## src/rtl/exec_unit.sv

```systemverilog
// Single-issue execution unit: ALU ops finish in one cycle, MUL runs a 16-step shift-add.
// Results are presented as a one-cycle register-file write pulse.
module exec_unit #(
    parameter int WIDTH  = 16,
    parameter int ADDR_W = 3
) (
    input  logic              clk,
    input  logic              reset,
    input  logic              start,
    input  logic [2:0]        op,
    input  logic [WIDTH-1:0]  srcA,
    input  logic [WIDTH-1:0]  srcB,
    input  logic [ADDR_W-1:0] destAddr,
    output logic              busy,
    output logic              done,
    output logic              writeEn,
    output logic [ADDR_W-1:0] writeAddr,
    output logic [WIDTH-1:0]  writeData,
    output logic              zero,
    output logic              ovf
);
    // state | meaning
    // IDLE  | waiting for start
    // MUL   | shift-add multiply, one bit of B per cycle
    // DONE  | result on the write port for one cycle
    localparam logic [1:0] S_IDLE = 2'd0;
    localparam logic [1:0] S_MUL  = 2'd1;
    localparam logic [1:0] S_DONE = 2'd2;

    localparam logic [2:0] OP_ADD = 3'd0;
    localparam logic [2:0] OP_SUB = 3'd1;
    localparam logic [2:0] OP_AND = 3'd2;
    localparam logic [2:0] OP_OR  = 3'd3;
    localparam logic [2:0] OP_XOR = 3'd4;
    localparam logic [2:0] OP_SLL = 3'd5;
    localparam logic [2:0] OP_SRL = 3'd6;
    localparam logic [2:0] OP_MUL = 3'd7;

    logic [1:0]        state_q, state_d;
    logic [WIDTH-1:0]  a_q, a_d, b_q, b_d, acc_q, acc_d;
    logic [ADDR_W-1:0] addr_q, addr_d;
    logic [3:0]        cnt_q, cnt_d;
    logic              busy_q, busy_d, done_q, done_d;
    logic [WIDTH-1:0]  wdata_q, wdata_d;
    logic [ADDR_W-1:0] waddr_q, waddr_d;
    logic              zero_q, zero_d, ovf_q, ovf_d;

    logic [WIDTH-1:0]  alu_res, sum, diff, acc_step;
    logic              alu_ovf;

    always_comb begin
        sum      = srcA + srcB;
        diff     = srcA - srcB;
        alu_res  = '0;
        alu_ovf  = 1'b0;
        case (op)
            OP_ADD: begin
                alu_res = sum;
                alu_ovf = (srcA[WIDTH-1] == srcB[WIDTH-1]) && (sum[WIDTH-1] != srcA[WIDTH-1]);
            end
            OP_SUB: begin
                alu_res = diff;
                alu_ovf = (srcA[WIDTH-1] != srcB[WIDTH-1]) && (diff[WIDTH-1] != srcA[WIDTH-1]);
            end
            OP_AND:  alu_res = srcA & srcB;
            OP_OR:   alu_res = srcA | srcB;
            OP_XOR:  alu_res = srcA ^ srcB;
            OP_SLL:  alu_res = srcA << srcB[3:0];
            OP_SRL:  alu_res = srcA >> srcB[3:0];
            default: alu_res = '0;
        endcase
    end

    assign acc_step = acc_q + (b_q[0] ? a_q : '0);

    always_comb begin
        state_d = state_q;
        a_d     = a_q;
        b_d     = b_q;
        acc_d   = acc_q;
        addr_d  = addr_q;
        cnt_d   = cnt_q;
        done_d  = 1'b0;
        wdata_d = wdata_q;
        waddr_d = waddr_q;
        zero_d  = zero_q;
        ovf_d   = ovf_q;
        case (state_q)
            S_IDLE: begin
                if (start) begin
                    if (op == OP_MUL) begin
                        a_d     = srcA;
                        b_d     = srcB;
                        addr_d  = destAddr;
                        acc_d   = '0;
                        cnt_d   = 4'd15;
                        state_d = S_MUL;
                    end else begin
                        state_d = S_DONE;
                        done_d  = 1'b1;
                        wdata_d = alu_res;
                        waddr_d = destAddr;
                        zero_d  = (alu_res == '0);
                        ovf_d   = alu_ovf;
                    end
                end
            end
            S_MUL: begin
                acc_d = acc_step;
                a_d   = a_q << 1;
                b_d   = b_q >> 1;
                // terminal count: this edge applies the 16th partial product
                if (cnt_q == 4'd0) begin
                    state_d = S_DONE;
                    done_d  = 1'b1;
                    wdata_d = acc_step;
                    waddr_d = addr_q;
                    zero_d  = (acc_step == '0);
                    ovf_d   = 1'b0;
                end else begin
                    cnt_d = cnt_q - 4'd1;
                end
            end
            S_DONE:  state_d = S_IDLE;
            default: state_d = S_IDLE;
        endcase
        busy_d = (state_d != S_IDLE);
    end

    always_ff @(posedge clk) begin
        if (reset) begin
            state_q <= S_IDLE;
            a_q     <= '0;
            b_q     <= '0;
            acc_q   <= '0;
            addr_q  <= '0;
            cnt_q   <= '0;
            busy_q  <= 1'b0;
            done_q  <= 1'b0;
            wdata_q <= '0;
            waddr_q <= '0;
            zero_q  <= 1'b0;
            ovf_q   <= 1'b0;
        end else begin
            state_q <= state_d;
            a_q     <= a_d;
            b_q     <= b_d;
            acc_q   <= acc_d;
            addr_q  <= addr_d;
            cnt_q   <= cnt_d;
            busy_q  <= busy_d;
            done_q  <= done_d;
            wdata_q <= wdata_d;
            waddr_q <= waddr_d;
            zero_q  <= zero_d;
            ovf_q   <= ovf_d;
        end
    end

    assign busy      = busy_q;
    assign done      = done_q;
    assign writeEn   = done_q;
    assign writeAddr = waddr_q;
    assign writeData = wdata_q;
    assign zero      = zero_q;
    assign ovf       = ovf_q;
endmodule
```

## config.mk

```make
export PLATFORM = sky130hd
export DESIGN_NAME = exec_unit
export DESIGN_NICKNAME = d
export VERILOG_FILES = /design/src/rtl/exec_unit.sv
export SDC_FILE = /design/constraint.sdc
export NUM_CORES = 1
export LEC_CHECK = 0
export ABC_AREA = 1
export CORE_UTILIZATION = 47
export CTS_BUF_LIST = sky130_fd_sc_hd__clkbuf_2 sky130_fd_sc_hd__clkbuf_4 sky130_fd_sc_hd__clkbuf_8
export DETAILED_ROUTE_END_ITERATION = 8
export PLACE_DENSITY = 0.66
export SYNTH_ARGS = -nofsm -noshare
export SYNTH_HDL_FRONTEND = slang
export SYNTH_SLANG_ARGS = --single-unit
```

## constraint.sdc

```tcl
create_clock -name clk -period 4.1 [get_ports clk]
set_input_delay 0.41 -clock clk [delete_from_list [all_inputs] [get_ports clk]]
set_output_delay 0.41 -clock clk [all_outputs]
set_load 0.1 [all_outputs]
```

; Word level (Yosys, flattened, before mapping)
; Cells that the tools add are included.
[classes]
n_addsub = 4
eq_ne = 17
shift = 2
n_mux = 40
bitwise_logic = 3
n_reduce_logical = 13
[ops]
columns = operator, n
row1 = $mux W16, 10
row2 = $pmux W16 S2, 4
row3 = $pmux W16 S7, 1
row4 = $add A16 B16 Y16, 2
row5 = $logic_not A16 Y1, 2
row6 = $and A16 B16 Y16, 1
row7 = $or A16 B16 Y16, 1
row8 = $shl A16 B4 Y16, 1
row9 = $shr A16 B4 Y16, 1
row10 = $sub A16 B16 Y16, 1
row11 = $xor A16 B16 Y16, 1
row12 = $eq A3 B3 Y1 const B, 4
row13 = $mux W4, 3
row14 = $ne A2 B2 Y1 const B, 5
row15 = $mux W1, 9
row16 = $mux W3, 3
row17 = $pmux W1 S2, 4
row18 = $pmux W4 S2, 1
row19 = $reduce_and A4 Y1, 2
row20 = $eq A3 B2 Y1 const B, 2
row21 = $mux W2, 3
row22 = $pmux W3 S2, 1
row23 = $reduce_and A3 Y1, 2
row24 = $logic_not A4 Y1, 1
row25 = 10 further kinds, 14
[totals]
regBits = 80
inputBits = 41
output_inout_bits = 24

; Logic depth before layout (Yosys ltp)
[depth]
depth_word = 7
mapped_depth = 22
mapped_depth_nobuf = 19

; Worst setup path before layout
; No wires, ideal clock.
[synth_path]
path_kind = input port to flip-flop
start = in srcB[2]
end = reg zero_q, in the netlist zero
setup_time_ns = 0.069
t_arrival_ns = 2.317
t_required_ns = 4.031
setup_slack_ns = 1.714
stages = 22
n_path_buf = 3
cell_sequence = buf_2 > inv_2 > buf_2 > ha_1 > buf_4 > inv_2 > nand2_1 > nand2_1 > inv_1 > nand2_1 > nand2_1 > nand2_1 > nand2_1 > nand2_1 > nand2_1 > nand2_1 > nor2_1 > nor2_1 > nand2_1 > nor2_1 > nand3_1 > a21oi_2
[synth_between]
elab_chain_cells = 6
word_cells_on_any_way = 12
[synth_lines]
columns = item, line
row1 = "start, declared", 12  ; input logic [WIDTH-1:0] srcB,
row2 = "$sub A16 B16 Y16, or another cell as far along", 53  ; diff = srcA - srcB;
row3 = $pmux W16 S7 (*), 56  ; case (op)
row4 = $logic_not A16 Y1 (*), 103  ; zero_d = (alu_res == '0);
row5 = $mux W1 (*), 91  ; if (op == OP_MUL) begin
row6 = $mux W1 (*), 90  ; if (start) begin
row7 = $pmux W1 S2 (*), 88  ; case (state_q)
row8 = "end signal, assigned", 155  ; zero_q <= zero_d;
row9 = "end, declared", 46  ; logic zero_q, zero_d, ovf_q, ovf_d;
; Every way passes the cells marked *; elsewhere a longest branch is shown, timed or not. The select of a mux whose other input is x is not followed.
; A chain may end at the register's enable or synchronous reset.

; Final worst setup path
[layout_path]
start = in srcA[0]
end = reg zero_q, in the netlist zero
[layout_between]
elab_chain_cells = 6
word_cells_on_any_way = 12
[layout_lines]
columns = item, line
row1 = "start, declared", 11  ; input logic [WIDTH-1:0] srcA,
row2 = "$sub A16 B16 Y16, or another cell as far along", 53
row3 = $pmux W16 S7 (*), 56
row4 = $logic_not A16 Y1 (*), 103
row5 = $mux W1 (*), 91
row6 = $mux W1 (*), 90
row7 = $pmux W1 S2 (*), 88
; Marked as above.

==> implementation parameters <==
Parameter                              Value

Run status
  Outcome    complete, no violations

STA
  Slew Viols, Final    0
  Transition time at the pin with the least slew margin    0.985 ns
  Hold Fails Final Rpt    0
  Setup repair after global routing missed its margin    no
  Final-layout setup total negative slack    0 ns
  Number of setup violations in the final report    0
  Final clock skew    0.0154 ns
  Final Critical Period    3.05 ns
  Top achievable clock speed    328 MHz
  Worst slew slack as a fraction of its limit    0.343
  Share of the clock period used by the worst path    0.744

Pwr
  Share of total power in combinational logic    0.447
  Net switching power figure    1.32 mW
  Portion of total power attributed to the clock network    0.225
  Worst IR Drop VDD    0.258 mV
  Power per cell area    305 mW/mm^2
  Int Pwr    1.53 mW
  Flop pwr share    0.328
  Sw Share    0.463
  Leakage power figure    4.76 nW

Clock network
  Count of H-tree levels built during CTS    3
  Post CTS Setup Buffer Count    0
  Total number of clock tree sinks    80
  Worst skew pair latency    0.38 ns
  Max Root-Sink Buffers    2
  Hold-fix buffers, CTS    0
  Clock transition time at the flip-flop clock pins of the worst setup and hold paths    0.09 ns
  Post-cts resize count    0
  Clock Root Buffer    clkbuf_8
  Clock buffer count from CTS    9
  CTS tree    built

Critical path
  Highest net fanout along the worst path    5
  Arrival @ worst endpoint    3.38 ns
  Critical Path End Type    flip-flop
  Critical path class    input port to flip-flop
  Critical path startpoint category    input port
  Worst r2r path cells    13
  Setup slack of the most critical reg-to-reg path    1.29 ns
  Terminus of the critical flop-to-flop path    zero
  Source of the worst register-to-register timing path    b_q[0]
  Required time worst endpoint    4.42 ns
  Slowest stage cell on the critical path    clkdlybuf4s50_1
  Crit path cell chain    clkdlybuf4s50_1, ha_1, inv_1, fa_1, inv_1, nand3_1, nand2_1, nand2_1, nand3_1, nand3_1, nor2_1, nand2_1, nor2_1, nand2_1, nor2_1, nand3_1, a21oi_2
  Stage delay of the slowest cell on the critical path    0.62 ns

Floorplan
  Chip width    136 microns
  Placeable core region    0.0174 sq mm
  Die Span Y    136 microns
  Number of top-level pins    65
  Total Die Area    0.0185 sq mm
  Starting density of the core    0.484
  Site row count    48

Synthesis
  Syn_nets    1579
  Distinct cell type count of the synthesized netlist    42
  Post-Syn Area    0.00843 sq mm
  Cells after synthesis    1468
  Sequential share of the synthesized area    0.190
  Synth Register Bits    80
  Dominant cell type by area after synthesis    nand2_1
  Cell types with the largest area share after synthesis    nand2_1, dfxtp_1, ha_1
  Share of Yosys cell area claimed by the top area cell type    0.209
  Average footprint of a synthesized cell    5.74 sq um
  Yosys synthesis warning count    0

Routing
  Detailed-router iteration count before antenna repair    5
  Drt initial violations    913
  Wire length after detailed routing    30.9 mm
  Routed wirelength normalized by instance count    17.9 microns
  ANT nets after route    0
  Drt via density    5.61
  DRC violation count after routing    0
  Detailed-route via count    9654

Global routing
  Antenna violations before repair    0
  Pin count of the biggest net entering global routing    41
  First-pass GRT wire length    48.0 mm
  Overall routing resource usage    0.342
  Residual overflow from global routing    0
  Number of global-route vias before repair    8597

Layout
  Ratio of cells with drive above 1 in the final layout    0.0494
  Commonest non-fill, non-tap cell in the layout    nand2_1
  Fin util    0.537
  Commonest cells after routing, fill and taps aside    nand2_1, nand3_1, inv_1
  Antenna diodes    0
  Area added between synthesis and finish    10.9%
  Fin nets    1603

Place
  Port Buffer Count    64
  Placer congestion estimate    1.04
  Post-DP HPWL    24.7 mm

Min path
  Worst min-delay path class    flip-flop to flip-flop
  Cell count of the worst hold path    2
  Worst min-delay path startpoint    ovf
  Capture endpoint of the worst hold path    ovf

Job
  Maximum capacitance violations    0
power by group through the flow:
stage	Sequential [mW]	Combinational [mW]	Clock, mW
6_report	0.934	1.27	0.641
5_1_grt	0.946	1.38	0.680
4_1_cts	0.934	1.26	0.662
3_5_place_dp	0.950	1.26	0
3_3_place_gp	0.951	1.25	0
2_1_floorplan	1.18	0.651	0
registers in the layout, indices dropped and copies added (netlist names):
register   flops
writeAddr      3
a_q           16
b_q           16
cnt_q          4
zero           1
state_q        2
busy           1
ovf            1
done           1
addr_q         3
acc_q         16
writeData     16
critical path, delay by kind of cell:
| family | cells | cell delay, ns |
|---|---|---|
| AOI/OAI and AO/OA | 1 | 0.12 |
| buffers and inverters | 3 | 0.87 |
| adders and majority gates | 2 | 0.72 |
| and+or+nand+nor | 11 | 1.26 |
layer usage:
layer | wire [microns] | global-route usage
met1 | 14200 | 0.477
met2 | 13100 | 0.530
met3 | 2650 | 0.0623
met4 | 910 | 0.107
met5 | 0 | 0
synthesized netlist by cell type:
cell type  instances
o21ai_1            2
a22oi_1            2
and2_1             4
nand3_1          167
nor2_2             3
nor3_2             1
buf_4             14
or2_2              6
a21oi_1           67
o21ai_0           83
nor2_1           143
o22ai_1            5
dfxtp_1           80
clkbuf_2           1
ha_1              67
nand2_2            3
fa_1               3
buf_6              2
nand3_4            1
o21bai_1           3
inv_2             10
nor3_1            11
o211ai_1           4
buf_2             18
a21oi_2            1
nand3b_1           7
o21a_1             1
nand2_1          470
inv_6              1
nand4_4            1
buf_1              3
nand2_4            9
inv_1            166
or2_0              1
o221ai_1           1
xor2_1             5
clkbuf_1          30
nand4_1           15
buf_12             1
nand3_2            4
xnor2_1            1
a31oi_1           51
per-stage QoR:
step | setup slack [ns] | hold WS [ns] | instances | cell area, sq um | total power, mW
detailed placement | 0.700 | 0.458 | 1706 | 9140 | 2.21
finish | 1.05 | 0.471 | 1722 | 9350 | 2.85
global placement | 0.674 | 0.458 | 1706 | 9140 | 2.20
floorplan | 1.71 | 0.445 | 1468 | 8430 | 1.83
CTS | 1.11 | 0.474 | 1722 | 9350 | 2.85
global route | 0.834 | 0.484 | 1722 | 9350 | 3.01
logic make-up (layout without fill, tap and decap cells):
group | after synthesis | in the layout | synth area share
xor+xnor | 6 | 6 | 0.00624
flops | 80 | 80 | 0.190
simple gates | 846 | 846 | 0.431
buf+inv | 246 | 275 | 0.123
fa+ha+maj | 70 | 70 | 0.107
compound gates | 220 | 220 | 0.143
layout make-up:
class	count	area, sq um
multi-input cells	1142	5790
clock buffers	10	138
well taps	225	282
flip-flops and latches	80	1600
clock inverters	6	73.8
inverters	177	669
repair buffers	82	788
fillers	1913	8070
worst max-delay path by stage:
stage                     cells after the start  slack (ns)   end  startpoint
after floorplan                              22        1.71  zero     srcB[2]
after global placement                       17        0.67  zero     srcA[0]
after detailed placement                     17        0.70  zero     srcA[0]
after CTS                                    17        1.11  zero     srcA[0]
after global routing                         18        0.83  zero     srcA[2]
final                                        17        1.05  zero     srcA[0]
No activity file was read; power rests on OpenSTA's default activity.
